**src/rtl/aline_tx_sequencer_pkg.sv**
```systemverilog
// Shared widths, FSM encoding and helpers for the A-line transmit sequencer.
// Imported by the top and by the per-channel pulse shifter.
package aline_tx_sequencer_pkg;

    localparam int unsigned NUM_CH     = 8;
    localparam int unsigned DELAY_W    = 16;
    localparam int unsigned PULSE_W    = 32;
    localparam int unsigned T_W        = DELAY_W + 1;
    localparam int unsigned BIT_W      = $clog2(PULSE_W);
    localparam int unsigned MAX_ALINES = 16;

    typedef enum logic [2:0] {
        StIdle,
        StReq,
        StWaitRd,
        StFire,
        StGap
    } state_e;

    function automatic logic [4:0] clamp_alines(input logic [4:0] sel);
        return (sel > 5'(MAX_ALINES)) ? 5'(MAX_ALINES) : sel;
    endfunction

endpackage

```
**src/rtl/aline_tx_sequencer_ch_pulse_shifter.sv**
```systemverilog
// One transmit channel: emits pulse_shape MSB first, starting when t reaches this
// channel's delay. The output bit is registered, so it lags t by one cycle.
module aline_tx_sequencer_ch_pulse_shifter
    import aline_tx_sequencer_pkg::*;
(
    input  logic               clk,
    input  logic               rst,
    input  logic [T_W-1:0]     t,
    input  logic [DELAY_W-1:0] delay,
    input  logic               enable,
    input  logic [PULSE_W-1:0] pulse_shape,
    output logic               tx
);

    logic [T_W-1:0]   offset;
    logic [BIT_W-1:0] bit_idx;
    logic             in_win;
    logic             tx_d;
    logic             tx_q;

    always_comb begin
        offset  = t - {1'b0, delay};
        in_win  = (t >= {1'b0, delay}) && (offset < T_W'(PULSE_W));
        bit_idx = BIT_W'(PULSE_W - 1) - offset[BIT_W-1:0];
        tx_d    = enable && in_win && pulse_shape[bit_idx];
    end

    always_ff @(posedge clk or negedge rst) begin
        if (!rst) begin
            tx_q <= 1'b0;
        end else begin
            tx_q <= tx_d;
        end
    end

    assign tx = tx_q;

endmodule

```
**src/rtl/aline_tx_sequencer.sv**
```systemverilog
// A-line transmit sequencer: requests per-channel delays for each A-line, waits for the
// read-back, fires the pulse on every enabled channel, then idles GAP_CYC cycles.
module aline_tx_sequencer
    import aline_tx_sequencer_pkg::*;
#(
    parameter int unsigned GAP_CYC = 1000,
    parameter int unsigned RD_TMO  = 64
) (
    input  logic               clk,
    input  logic               rst,
    input  logic               start,
    input  logic               intaking_configs,
    input  logic               updating_delays,
    input  logic [NUM_CH-1:0]  channel_select,
    input  logic [4:0]         aline_select,
    input  logic [PULSE_W-1:0] pulse_shape,
    input  logic [DELAY_W-1:0] ch0delay,
    input  logic [DELAY_W-1:0] ch1delay,
    input  logic [DELAY_W-1:0] ch2delay,
    input  logic [DELAY_W-1:0] ch3delay,
    input  logic [DELAY_W-1:0] ch4delay,
    input  logic [DELAY_W-1:0] ch5delay,
    input  logic [DELAY_W-1:0] ch6delay,
    input  logic [DELAY_W-1:0] ch7delay,
    output logic               rd_en,
    output logic [3:0]         which_aline,
    output logic [NUM_CH-1:0]  tx_out,
    output logic               busy,
    output logic               aline_done,
    output logic               image_done,
    output logic               rd_err
);

    localparam int unsigned GAP_W = $clog2(GAP_CYC + 1);
    localparam int unsigned TMO_W = $clog2(RD_TMO + 1);

    state_e               state_q, state_d;
    logic [3:0]           which_q, which_d;
    logic [4:0]           n_alines_q, n_alines_d;
    logic [NUM_CH-1:0]    chan_q, chan_d;
    logic [PULSE_W-1:0]   pulse_q, pulse_d;
    logic [DELAY_W-1:0]   delay_q [NUM_CH];
    logic [DELAY_W-1:0]   delay_d [NUM_CH];
    logic [DELAY_W-1:0]   delay_in [NUM_CH];
    logic [T_W-1:0]       t_q, t_d;
    logic [GAP_W-1:0]     gap_q, gap_d;
    logic [TMO_W-1:0]     tmo_q, tmo_d;
    logic                 seen_q, seen_d;
    logic                 rd_err_q, rd_err_d;
    logic                 aline_done_q, aline_done_d;
    logic                 image_done_q, image_done_d;
    logic [DELAY_W-1:0]   max_delay;
    logic                 fire_last;
    logic                 fire_en;

    always_comb begin
        delay_in[0] = ch0delay;
        delay_in[1] = ch1delay;
        delay_in[2] = ch2delay;
        delay_in[3] = ch3delay;
        delay_in[4] = ch4delay;
        delay_in[5] = ch5delay;
        delay_in[6] = ch6delay;
        delay_in[7] = ch7delay;
    end

    // Only enabled channels stretch the FIRE window; none enabled leaves maxD at 0.
    always_comb begin
        max_delay = '0;
        for (int i = 0; i < NUM_CH; i++) begin
            if (chan_q[i] && (delay_q[i] > max_delay)) begin
                max_delay = delay_q[i];
            end
        end
    end

    assign fire_last = (t_q == ({1'b0, max_delay} + T_W'(PULSE_W - 1)));
    assign fire_en   = (state_q == StFire) && !intaking_configs;

    always_comb begin
        state_d      = state_q;
        which_d      = which_q;
        n_alines_d   = n_alines_q;
        chan_d       = chan_q;
        pulse_d      = pulse_q;
        delay_d      = delay_q;
        t_d          = t_q;
        gap_d        = gap_q;
        tmo_d        = tmo_q;
        seen_d       = seen_q;
        rd_err_d     = rd_err_q;
        aline_done_d = 1'b0;
        image_done_d = 1'b0;

        unique case (state_q)
            StIdle: begin
                if (start && !intaking_configs) begin
                    chan_d     = channel_select;
                    pulse_d    = pulse_shape;
                    n_alines_d = clamp_alines(aline_select);
                    rd_err_d   = 1'b0;
                    which_d    = '0;
                    if (clamp_alines(aline_select) == 5'd0) begin
                        image_done_d = 1'b1;
                    end else begin
                        state_d = StReq;
                    end
                end
            end
            StReq: begin
                tmo_d   = '0;
                seen_d  = 1'b0;
                state_d = StWaitRd;
            end
            StWaitRd: begin
                if (seen_q && !updating_delays) begin
                    delay_d = delay_in;
                    t_d     = '0;
                    state_d = StFire;
                end else if (tmo_q == TMO_W'(RD_TMO - 1)) begin
                    rd_err_d = 1'b1;
                    state_d  = StIdle;
                end else begin
                    tmo_d = tmo_q + 1'b1;
                    if (updating_delays) begin
                        seen_d = 1'b1;
                    end
                end
            end
            StFire: begin
                if (fire_last) begin
                    aline_done_d = 1'b1;
                    gap_d        = '0;
                    state_d      = StGap;
                end else begin
                    t_d = t_q + 1'b1;
                end
            end
            StGap: begin
                if (gap_q == GAP_W'(GAP_CYC - 1)) begin
                    if (({1'b0, which_q} + 5'd1) < n_alines_q) begin
                        which_d = which_q + 1'b1;
                        state_d = StReq;
                    end else begin
                        image_done_d = 1'b1;
                        state_d      = StIdle;
                    end
                end else begin
                    gap_d = gap_q + 1'b1;
                end
            end
            default: state_d = StIdle;
        endcase

        // Config reload wins over everything and leaves rd_err as it was.
        if ((state_q != StIdle) && intaking_configs) begin
            state_d      = StIdle;
            rd_err_d     = rd_err_q;
            aline_done_d = 1'b0;
            image_done_d = 1'b0;
        end
    end

    always_ff @(posedge clk or negedge rst) begin
        if (!rst) begin
            state_q      <= StIdle;
            which_q      <= '0;
            n_alines_q   <= '0;
            chan_q       <= '0;
            pulse_q      <= '0;
            t_q          <= '0;
            gap_q        <= '0;
            tmo_q        <= '0;
            seen_q       <= 1'b0;
            rd_err_q     <= 1'b0;
            aline_done_q <= 1'b0;
            image_done_q <= 1'b0;
            for (int i = 0; i < NUM_CH; i++) begin
                delay_q[i] <= '0;
            end
        end else begin
            state_q      <= state_d;
            which_q      <= which_d;
            n_alines_q   <= n_alines_d;
            chan_q       <= chan_d;
            pulse_q      <= pulse_d;
            t_q          <= t_d;
            gap_q        <= gap_d;
            tmo_q        <= tmo_d;
            seen_q       <= seen_d;
            rd_err_q     <= rd_err_d;
            aline_done_q <= aline_done_d;
            image_done_q <= image_done_d;
            delay_q      <= delay_d;
        end
    end

    for (genvar i = 0; i < NUM_CH; i++) begin : g_ch
        aline_tx_sequencer_ch_pulse_shifter u_shifter (
            .clk         (clk),
            .rst         (rst),
            .t           (t_q),
            .delay       (delay_q[i]),
            .enable      (fire_en && chan_q[i]),
            .pulse_shape (pulse_q),
            .tx          (tx_out[i])
        );
    end

    assign rd_en       = (state_q == StReq);
    assign busy        = (state_q != StIdle);
    assign which_aline = which_q;
    assign aline_done  = aline_done_q;
    assign image_done  = image_done_q;
    assign rd_err      = rd_err_q;

endmodule

```
**config.mk**
```make
export PLATFORM = sky130hd
export DESIGN_NAME = aline_tx_sequencer
export DESIGN_NICKNAME = d
export VERILOG_FILES = /design/src/rtl/aline_tx_sequencer_pkg.sv /design/src/rtl/aline_tx_sequencer_ch_pulse_shifter.sv /design/src/rtl/aline_tx_sequencer.sv
export SDC_FILE = /design/constraint.sdc
export NUM_CORES = 1
export LEC_CHECK = 0
export CAP_MARGIN = 20
export CORE_UTILIZATION = 60
export DETAILED_ROUTE_END_ITERATION = 7
export DONT_BUFFER_PORTS = 1
export HOLD_SLACK_MARGIN = 0.12
export PLACE_DENSITY_LB_ADDON = 0.1
export SLEW_MARGIN = 5
export SYNTH_ARGS = -nofsm -noshare
export SYNTH_HDL_FRONTEND = slang
export SYNTH_SLANG_ARGS = --single-unit
```
**constraint.sdc**
```tcl
create_clock -name clk -period 19.95 [get_ports clk]
set_input_delay 2.9925 -clock clk [delete_from_list [all_inputs] [get_ports clk]]
set_output_delay 2.9925 -clock clk [all_outputs]
set_load 0.005 [all_outputs]
```
==> results of run 1 <==
## sequential cells by signal (all words and copies together) (netlist names), 3 cells and up
signal             count
chan_q                 8
gap_q                 10
which_aline            4
state_q                3
g_ch.u_shifter.tx      8
n_alines_q             5
tmo_q                  7
t_q                   17
delay_q              128
pulse_q               32
## routing by layer
layer / share of wire (%) / up-vias / GRT usage [%]
li1: - / 9551 / -
met1: 43 / 9856 / 54.39
met2: 43 / 1020 / 58.85
met3: 9.7 / 185 / 7.010
met4: 4.9 / 2 / 16.40
met5: 0.016 / - / 0
## kinds of logic (layout without fill, tap and decap cells)
| group | after synthesis | after routing | synth area share [%] |
|---|---|---|---|
| muxes | 136 | 136 | 10.75 |
| and+or+nand+nor | 852 | 853 | 18.43 |
| xor gates and xnor gates | 74 | 74 | 2.926 |
| AOI/OAI and AO/OA | 731 | 733 | 21.67 |
| DFF | 226 | 226 | 25.54 |
| buffers and inverters | 356 | 414 | 6.423 |
| adders and majority gates | 248 | 248 | 14.27 |
## area by class of cell
| class | count | area (um^2) | area share (%) |
|---|---|---|---|
| multi-input cells | 2044 | 15520 | 63.12 |
| flip-flops and latches | 226 | 5665 | 23.05 |
| repair buffers | 115 | 978.4 | 3.980 |
| inverters | 249 | 934.6 | 3.802 |
| clock buffers | 40 | 795.8 | 3.237 |
| well taps | 468 | 585.6 | 2.382 |
| clock inverters | 10 | 105.1 | 0.4275 |
## worst paths after layout
path	endpoint	from	slack, ns
setup / recovery	gap_q[0]$_DFFE_PN0P_	delay_q[127]$_DFFE_PN0P_	0.84
hold / removal	n_alines_q[0]$_DFFE_PN0P_	n_alines_q[0]$_DFFE_PN0P_	0.48
setup reg to reg	gap_q[0]$_DFFE_PN0P_	delay_q[127]$_DFFE_PN0P_	0.84
hold reg to reg	n_alines_q[0]$_DFFE_PN0P_	n_alines_q[0]$_DFFE_PN0P_	0.48
max in group asynchronous	g_ch[7].u_shifter.tx$_DFF_PN0_	rst	17.48
min in group asynchronous	delay_q[79]$_DFFE_PN0P_	rst	2.12
## cells in the final DEF (no fill, tap or decap), drive strengths merged, types with 16 or more instances in the layout
master | Yosys | layout
nor2 | 131 | 132
and2 | 38 | 38
inv | 248 | 249
o21ai | 287 | 287
o21a | 50 | 50
xor2 | 32 | 32
mux4 | 80 | 80
mux2i | 45 | 45
a31oi | 15 | 16
clkbuf | 73 | 42
a21oi | 132 | 132
nor2b | 20 | 20
nand4 | 36 | 36
nor4 | 19 | 19
nand3 | 45 | 45
or3 | 25 | 25
a21o | 70 | 70
nand2 | 381 | 381
ha | 239 | 239
buf | 34 | 113
nor3 | 50 | 50
nand2b | 47 | 47
o211ai | 31 | 31
dfrtp | 226 | 226
xnor2 | 42 | 42
## metrics by stage
step / instances / setup WS (ns) / hold WS (ns)
4_1_cts: 3114 / 0.001519 / 0.4844
5_1_grt: 3152 / -0.1159 / 0.5209
6_report: 3152 / 0.8422 / 0.4777
3_3_place_gp: 3057 / 0.02058 / 0.4639
2_1_floorplan: 2623 / 0.01977 / 0.4502
3_5_place_dp: 3057 / -0.5372 / 0.4718
## worst max-delay path: cells and delay by family (launching register included)
kind | cells | cell delay, ns
flops | 1 | 0.46
mux | 3 | 0.89
simple gates | 29 | 3.78
fa+ha+maj | 7 | 2.05
buf+inv | 12 | 1.81
compound gates | 52 | 10.01
## timing repair
item                                    in CTS  in global routing
hold buffers                                 0                  0
endpoints found under the hold margin        0                  0
cloned                                       3                  4
endpoints found under the setup margin      31                 31
resized for setup                           15                 85
pin swaps                                    5                 49
buffers inserted                             4                 34
==> flow_metrics.tcl, run 1 <==
set metrics [dict create \
    synth_edf_count 0 \
    synth_most_common_cell "nand2_1" \
    synth_largest_area_cell "dfrtp_1" \
    worst_pin_slew_ns 1.100 \
    cp-end-kind "flip-flop" \
    grtUsageTotal_pct 38.76 \
    drtIter0Drc 1863 \
    ys_seq_area_share_pct 25.54 \
    n_fill_cell 3041 \
    fin_nets 3089 \
    cp.arrival_ns 19.58 \
    syn_area_per_cell_um2 8.444 \
    cts_made_buffers 28 \
    cp.required_ns 20.42 \
    drtAntennaViolNets 0 \
    final_max_slew_viol_count 0 \
    hold_depth 2 \
    grt_start_max_net_pins 270 \
    die_area_um2 37680 \
    syn_nets 3048 \
    floorplan.initialDensity_pct 60.79 \
    syn_inst 2623 \
    ios 195 \
    die_h_um 194.1 \
    cp_max_fo 20 \
    max_freq_ghz 0.05233 \
    slowest_delay_ns 0.47 \
    final-setup-viol-count 0 \
    wl_mm 73.69 \
    grt_pass1_vias 20040 \
    final_util_pct 67.47 \
    fin_crit_sh_pct 95.78 \
    ys_seq_elements 226 \
    antenna_found_initial 1 \
    cts_buffer_depth 3 \
    synth_top_area_share_pct 25.54 \
    clock-sinks 226 \
    routed_via_density 6.540 \
    period_needed_ns 19.11 \
    die_x_um 194.1 \
    grt_pass1_wl_mm 113.1 \
    maxCapViolCount 0 \
    tns_ns 0 \
    ys_top_cells_by_count "nand2_1 (380), o21ai_0 (271), inv_1 (247)" \
    vias 20610 \
    async_reset_ff_share_pct 100.0 \
    placed_area_um2 22900 \
    syn_to_final_growth_pct 10.99 \
    yosysWarnings 0 \
    core_area_um2 36430 \
    cpMostUsedCell "a21o_1" \
    drt_pass1_iterations 6 \
    hold_violations 0 \
    cp_slowest_cell "or4_1" \
    reg2reg_depth 103 \
    hold_path.class "reg -> reg" \
    port_buffers 0 \
    clk_pin_slew_ns 0.06 \
    dp.final_hpwl_mm 53.76 \
    max-slew-margin-rel_pct 26.69 \
    drive_above_1_share_pct 13.64 \
    synth_flop_cell "dfrtp_1" \
    worstSetupPathType "reg -> reg" \
    final_cell_area_um2 24580 \
    cts_tree "yes" \
    overflow 0 \
    yosys-top-cells-area "dfrtp_1 (26%), ha_1 (14%), mux4_2 (8.1%)" \
    synth_area_um2 22150 \
    gp_congestion 0.9904 \
    drcViolationCount 0 \
    placementRows 70 \
    skew_ns 0.01733 \
    clock_latency_ns 0.59 \
    antennaDiodeCount 0 \
    cts_root_buf "clkbuf_16" \
    ys_types 102 \
    htree_levels 1 \
    crit_path_start_kind "flip-flop" \
    status "finished, final reports clean" \
    drt-wirelength-per-cell_um 23.38 \
]
Power of run 1 is not shown: default switching activity piles up to over one toggle a cycle in this logic, so the estimate is an artifact.
==> inputs of run 2 (changes only) <==
- ABC_CLOCK_PERIOD_IN_PS: unset -> 19950
==> results of run 2 <==
Final layout, timing and power as in run 1 (identical DEF).
Power of run 2 is left out for the same reason.
